--- config.mk ---
export PLATFORM = sky130hd
export DESIGN_NAME = ch_mixer
export DESIGN_NICKNAME = d
export VERILOG_FILES = /design/src/rtl/dmix_pkg.sv /design/src/rtl/sat24.sv /design/src/rtl/ch_mixer.sv
export SDC_FILE = /design/constraint.sdc
export NUM_CORES = 1
export LEC_CHECK = 0
export BUFFER_PORTS_ARGS = -buffer_cell sky130_fd_sc_hd__buf_4
export CORE_MARGIN = 2
export CORE_UTILIZATION = 30
export CTS_CLUSTER_SIZE = 8
export DETAILED_ROUTE_END_ITERATION = 6
export PLACE_DENSITY = 0.45
export SLEW_MARGIN = 40
export SYNTH_ARGS = -nofsm -noshare
export SYNTH_HDL_FRONTEND = slang
export SYNTH_SLANG_ARGS = --single-unit
--- constraint.sdc ---
create_clock -name clk -period 12.15 [get_ports clk]
set_clock_uncertainty 0.15 [all_clocks]
set_input_delay 1.215 -clock clk [delete_from_list [all_inputs] [get_ports clk]]
set_output_delay 1.215 -clock clk [all_outputs]
set_load 0.02 [all_outputs]
--- src/rtl/dmix_pkg.sv ---
// Shared constants for the downmix datapath.
// Holds the mixer FSM state encoding, the unity gain value and the sample width.
package dmix_pkg;

    localparam int unsigned SAMPLE_W  = 24;
    localparam int unsigned VOL_W     = 16;
    localparam logic [15:0] UNITY_VOL = 16'h8000;

    typedef enum logic [1:0] {
        StIdle    = 2'd0,
        StWaitAck = 2'd1,
        StMac     = 2'd2,
        StOut     = 2'd3
    } mix_state_t;

endpackage

--- src/rtl/sat24.sv ---
// Saturate a signed value of parameterised width to signed 24 bits.
// Ports:
//   din_i  - signed input, IN_W bits
//   dout_o - input clamped to [-0x800000, 0x7FFFFF]
//   clip_o - high when clamping changed the value
module sat24 #(
    parameter int unsigned IN_W = 27
) (
    input  logic signed [IN_W-1:0] din_i,
    output logic [23:0]            dout_o,
    output logic                   clip_o
);

    // Bits IN_W-1 down to 23 must all match the sign for the value to fit.
    logic [IN_W-24:0] upper;

    always_comb begin
        upper  = din_i[IN_W-1:23];
        clip_o = !((&upper) || !(|upper));
        if (!clip_o) begin
            dout_o = din_i[23:0];
        end else if (din_i[IN_W-1]) begin
            dout_o = 24'h800000;
        end else begin
            dout_o = 24'h7FFFFF;
        end
    end

endmodule

--- src/rtl/ch_mixer.sv ---
// Channel mixer: on each output-rate strobe, requests one sample from every
// resampled channel, collects the acks (with a timeout), multiplies each sample
// by its Q1.15 gain, sums the products and emits a saturated 24-bit mix.
// Ports:
//   clk, rst   - clock, asynchronous active-high reset
//   strobe_i   - output-rate tick
//   pop_o      - per-channel sample request, one cycle after an accepted strobe
//   ack_i      - per-channel sample valid, data on data_i slice c
//   vol_i      - per-channel unsigned Q1.15 gain
//   ack_o      - mixed sample valid pulse, data_o holds it until the next one
//   busy_o     - mixer not idle
//   clip_o     - saturation pulse alongside ack_o
//   overrun_o  - sticky: a strobe arrived while busy
module ch_mixer
    import dmix_pkg::*;
#(
    parameter int unsigned NUM_CH      = 2,
    parameter int unsigned NUM_CH_LOG2 = 1,
    parameter int unsigned ACK_TIMEOUT = 64
) (
    input  logic                         clk,
    input  logic                         rst,
    input  logic                         strobe_i,
    output logic [NUM_CH-1:0]            pop_o,
    input  logic [NUM_CH-1:0]            ack_i,
    input  logic [SAMPLE_W*NUM_CH-1:0]   data_i,
    input  logic [VOL_W*NUM_CH-1:0]      vol_i,
    output logic                         ack_o,
    output logic [SAMPLE_W-1:0]          data_o,
    output logic                         busy_o,
    output logic                         clip_o,
    output logic                         overrun_o
);

    localparam int unsigned AW = 26 + NUM_CH_LOG2;
    localparam int unsigned CW = (NUM_CH_LOG2 > 0) ? NUM_CH_LOG2 : 1;
    localparam int unsigned TW = $clog2(ACK_TIMEOUT + 1);

    mix_state_t           state_q;
    logic [NUM_CH-1:0]    mask_q;
    logic [SAMPLE_W-1:0]  samples_q [NUM_CH];
    logic [CW-1:0]        cnt_q;
    logic [TW-1:0]        timer_q;
    logic signed [AW-1:0] acc_q;

    logic [SAMPLE_W-1:0]  mac_sample;
    logic [VOL_W-1:0]     mac_vol;
    logic signed [40:0]   mac_prod;
    logic signed [AW-1:0] mac_term;
    logic [SAMPLE_W-1:0]  sat_data;
    logic                 sat_clip;

    // Channels that never acked contribute zero through the mask gate.
    always_comb begin
        mac_sample = mask_q[cnt_q] ? samples_q[cnt_q] : '0;
        mac_vol    = vol_i[VOL_W*cnt_q +: VOL_W];
        mac_prod   = $signed({{17{mac_sample[SAMPLE_W-1]}}, mac_sample}) *
                     $signed({25'b0, mac_vol});
        // Arithmetic shift floors toward minus infinity.
        mac_term   = AW'(mac_prod >>> 15);
    end

    sat24 #(
        .IN_W (AW)
    ) u_sat24 (
        .din_i  (acc_q),
        .dout_o (sat_data),
        .clip_o (sat_clip)
    );

    assign busy_o = (state_q != StIdle);

    always_ff @(posedge clk or posedge rst) begin
        if (rst) begin
            state_q   <= StIdle;
            pop_o     <= '0;
            ack_o     <= 1'b0;
            clip_o    <= 1'b0;
            overrun_o <= 1'b0;
            data_o    <= '0;
            mask_q    <= '0;
            cnt_q     <= '0;
            timer_q   <= '0;
            acc_q     <= '0;
            for (int c = 0; c < NUM_CH; c++) begin
                samples_q[c] <= '0;
            end
        end else begin
            pop_o  <= '0;
            ack_o  <= 1'b0;
            clip_o <= 1'b0;
            if (strobe_i && (state_q != StIdle)) begin
                overrun_o <= 1'b1;
            end
            unique case (state_q)
                StIdle: begin
                    if (strobe_i) begin
                        pop_o   <= '1;
                        mask_q  <= '0;
                        timer_q <= '0;
                        state_q <= StWaitAck;
                    end
                end
                StWaitAck: begin
                    // First ack per channel wins; repeats are dropped.
                    for (int c = 0; c < NUM_CH; c++) begin
                        if (ack_i[c] && !mask_q[c]) begin
                            samples_q[c] <= data_i[SAMPLE_W*c +: SAMPLE_W];
                            mask_q[c]    <= 1'b1;
                        end
                    end
                    if ((&mask_q) || (timer_q == TW'(ACK_TIMEOUT))) begin
                        acc_q   <= '0;
                        cnt_q   <= '0;
                        state_q <= StMac;
                    end else begin
                        timer_q <= timer_q + 1'b1;
                    end
                end
                StMac: begin
                    acc_q <= acc_q + mac_term;
                    if (cnt_q == CW'(NUM_CH - 1)) begin
                        state_q <= StOut;
                    end else begin
                        cnt_q <= cnt_q + 1'b1;
                    end
                end
                StOut: begin
                    data_o  <= sat_data;
                    ack_o   <= 1'b1;
                    clip_o  <= sat_clip;
                    state_q <= StIdle;
                end
                default: state_q <= StIdle;
            endcase
        end
    end

endmodule

==> qor.csv <==
stage;metric;value;unit
sta;hold_viol_final;0;
synthesis;synth_largest_area_cell;fa_1;
final_layout;area_delta_synth_final;12.4;%
global_routing;grtUsageTotal;18.2;%
min_path;hold_path.class;reg -> reg;
routing;drc_errors;0;
place;place_ws;1370;ps
synthesis;syn_area;19600;sq um
min_path;hold_depth;1;
global_routing;grt_max_degree;66;
place;io_buffers;114;
final_layout;fillers;6695;
synthesis;syn_nets;2753;
floorplan;dieArea;67400;sq um
synthesis;synth.most_common_cell;inv_1;
floorplan;initial_utilization;30.4;%
synthesis;yosys_warnings;0;
sta;rsz0062_at_grt;false;
final_layout;final_nets;2827;
place;dp_cells;3070;
critical_path;cp_top_family;adder cells;
sta;fin_crit_sh;89.4;%
global_routing;grt_pass1_vias;16092;
clock_network;clk_path_buf_depth;2;
global_routing;grt_pass1_wl;93.8;mm
floorplan;die_y;260;um
synthesis;ys_ff_latch;115;
synthesis;synthMuxAreaShare;5.54;%
clock_network;postCtsResizedCells;0;
run;cap_violations;0;
synthesis;ys.flop_type;dfrtp_1;
clock_network;clk_latency;420;ps
critical_path;path_max_fanout;39;
critical_path;cp_num_cells;34;
place;dp_hpwl;48.8;mm
synthesis;synthSimpleGateAreaFrac;13.6;%
routing;first_pass_iters;5;
final_layout;multi_input_area;14700;sq um
synthesis;synth.avg_cell_area;9.08;sq um
critical_path;crit_type;reg -> reg;
synthesis;yosysSeqAreaShare;14.7;%
status;status;complete, no violations;
routing;drt_wl_total;57.9;mm
sta;tightest_slew;837;ps
synthesis;netlist_instances;2160;
routing;viasPerCell;4.66;
global_routing;antenna_found_initial;1;
place;place.gp.congestion;0.878;
synthesis;ys_top_cells_by_area;fa_1, dfrtp_1, inv_1;
floorplan;rows;93;
synthesis;synth_top_family_by_area;adder cells;
global_routing;grt-ovfl-total;0;
critical_path;crit_arrival;11040;ps
critical_path;reg2reg_depth;34;
final_layout;fin_cells;3103;
routing;drtIter0Drc;670;
final_layout;drive_gt1_share;12.2;%
clock_network;path_clk_slew;60;ps
clock_network;cts_tree;yes;
critical_path;crit_path_top_delay_cell;dfrtp_2;
final_layout;regArea;2880;sq um
sta;maxSlewViolCount;0;
synthesis;synth_xor_area_share;2.28;%
clock_network;htreeDepth;4;
critical_path;worst-path-buf-inv;3;
synthesis;synth_compound_area_share;6.47;%
critical_path;crit_path_start_kind;flop;
floorplan;die_w;260;um
synthesis;synth_top_area_share;38.4;%
clock_network;hold_buffers;0;
clock_network;numCtsBuffers;17;
final_layout;final_core_util;34.1;%
floorplan;ios;115;
sta;setup_tns;0;ps
critical_path;end_kind;flop;
clock_network;root_buffer;clkbuf_16;
sta;period_needed;10870;ps
routing;ant_nets;0;
critical_path;critical-path-max-stage-delay;860;ps
clock_network;postCtsSetupBuffers;0;
synthesis;synth_edf_count;0;
floorplan;core-area;64600;sq um
sta;fmax;92.0;MHz
synthesis;yosys.area_share.adder;46.8;%
clock_network;cts_sinks;115;
routing;via_count;14452;
synthesis;ys_types;61;
sta;slew_headroom;43.1;%
synthesis;synth_common_cells;inv_1, fa_1, nand2_1;
sta;worst_slack;1280;ps
critical_path;cp_common_cell;fa_1;
critical_path;required;12320;ps
routing;wire_per_inst;18.7;um
synthesis;synthArstFlopShare;100;%
sta;setup_viol;0;
-- layer usage --
layer,track usage [%],share of wire (%)
met1,23.8,43
met2,31.1,50
met3,2.88,4.1
met4,4.65,2.4
met5,0,0
-- per-stage QoR --
| stage | hold slack, ps | instance area, sq um |
|---|---|---|
| floorplan | 324 | 19600 |
| global placement | 297 | 21400 |
| detailed placement | 302 | 21500 |
| CTS | 323 | 22000 |
| global route | 340 | 22000 |
| finish | 310 | 22000 |
-- state kept, by name, indices dropped and copies added (netlist names), 2 cells and up --
| name | count |
|---|---|
| mask_q | 2 |
| samples_q | 48 |
| data_o | 24 |
| timer_q | 7 |
| state_q | 2 |
| acc_q | 27 |
-- final timing paths --
check	startpoint	slack, ps	end
min in group asynchronous	rst	750	data_o[18]$_DFFE_PP0P_
setup / recovery	cnt_q$_DFFE_PP0P_	1280	acc_q[26]$_DFFE_PP0P_
hold reg to reg	overrun_o$_DFFE_PP0P_	310	overrun_o$_DFFE_PP0P_
setup reg to reg	cnt_q$_DFFE_PP0P_	1280	acc_q[26]$_DFFE_PP0P_
max in group asynchronous	rst	10030	samples_q[14]$_DFFE_PP0P_
hold / removal	overrun_o$_DFFE_PP0P_	310	overrun_o$_DFFE_PP0P_
-- final cells by class --
cell class	instances	share of cell area, %
tap	855	4.85
antenna	1	0.0113
sequential	115	13.1
inverter	472	8.05
timing repair buffer	136	4.66
multi-input combinational	1492	66.7
clock buffer	20	2.07
clock inverter	12	0.590
-- logic make-up after synthesis --
family / count (synthesis)
multiplexers: 98
buffers and inverters: 553
flip-flops: 115
adder cells (fa/ha/maj): 508
AO/OA/AOI/OAI: 197
XOR/XNOR: 51
AND/OR/NAND/NOR: 638
-- cells in the final DEF (no fill, tap or decap), types with 5 or more instances in the layout --
cell type / synthesis / routed
a21oi_1: 68 / 68
clkbuf_16: 0 / 17
o211ai_1: 5 / 5
nand2_1: 320 / 320
and3_1: 16 / 16
buf_4: 1 / 134
nor3_1: 15 / 15
nand2b_1: 11 / 11
or3_1: 8 / 8
nand4_1: 6 / 6
mux2_2: 84 / 84
mux2i_1: 14 / 7
nor2_1: 208 / 208
o21bai_1: 5 / 5
xnor2_1: 32 / 32
xor2_1: 19 / 19
and2_1: 24 / 24
ha_1: 132 / 132
nand3_1: 9 / 9
dfrtp_1: 115 / 114
nor2b_1: 7 / 7
o21ai_0: 42 / 42
inv_1: 472 / 471
a21o_1: 22 / 22
fa_1: 376 / 376
o21a_1: 10 / 10
Power is not shown: default switching activity piles up to over one toggle a cycle in this logic, so the estimate is an artifact.
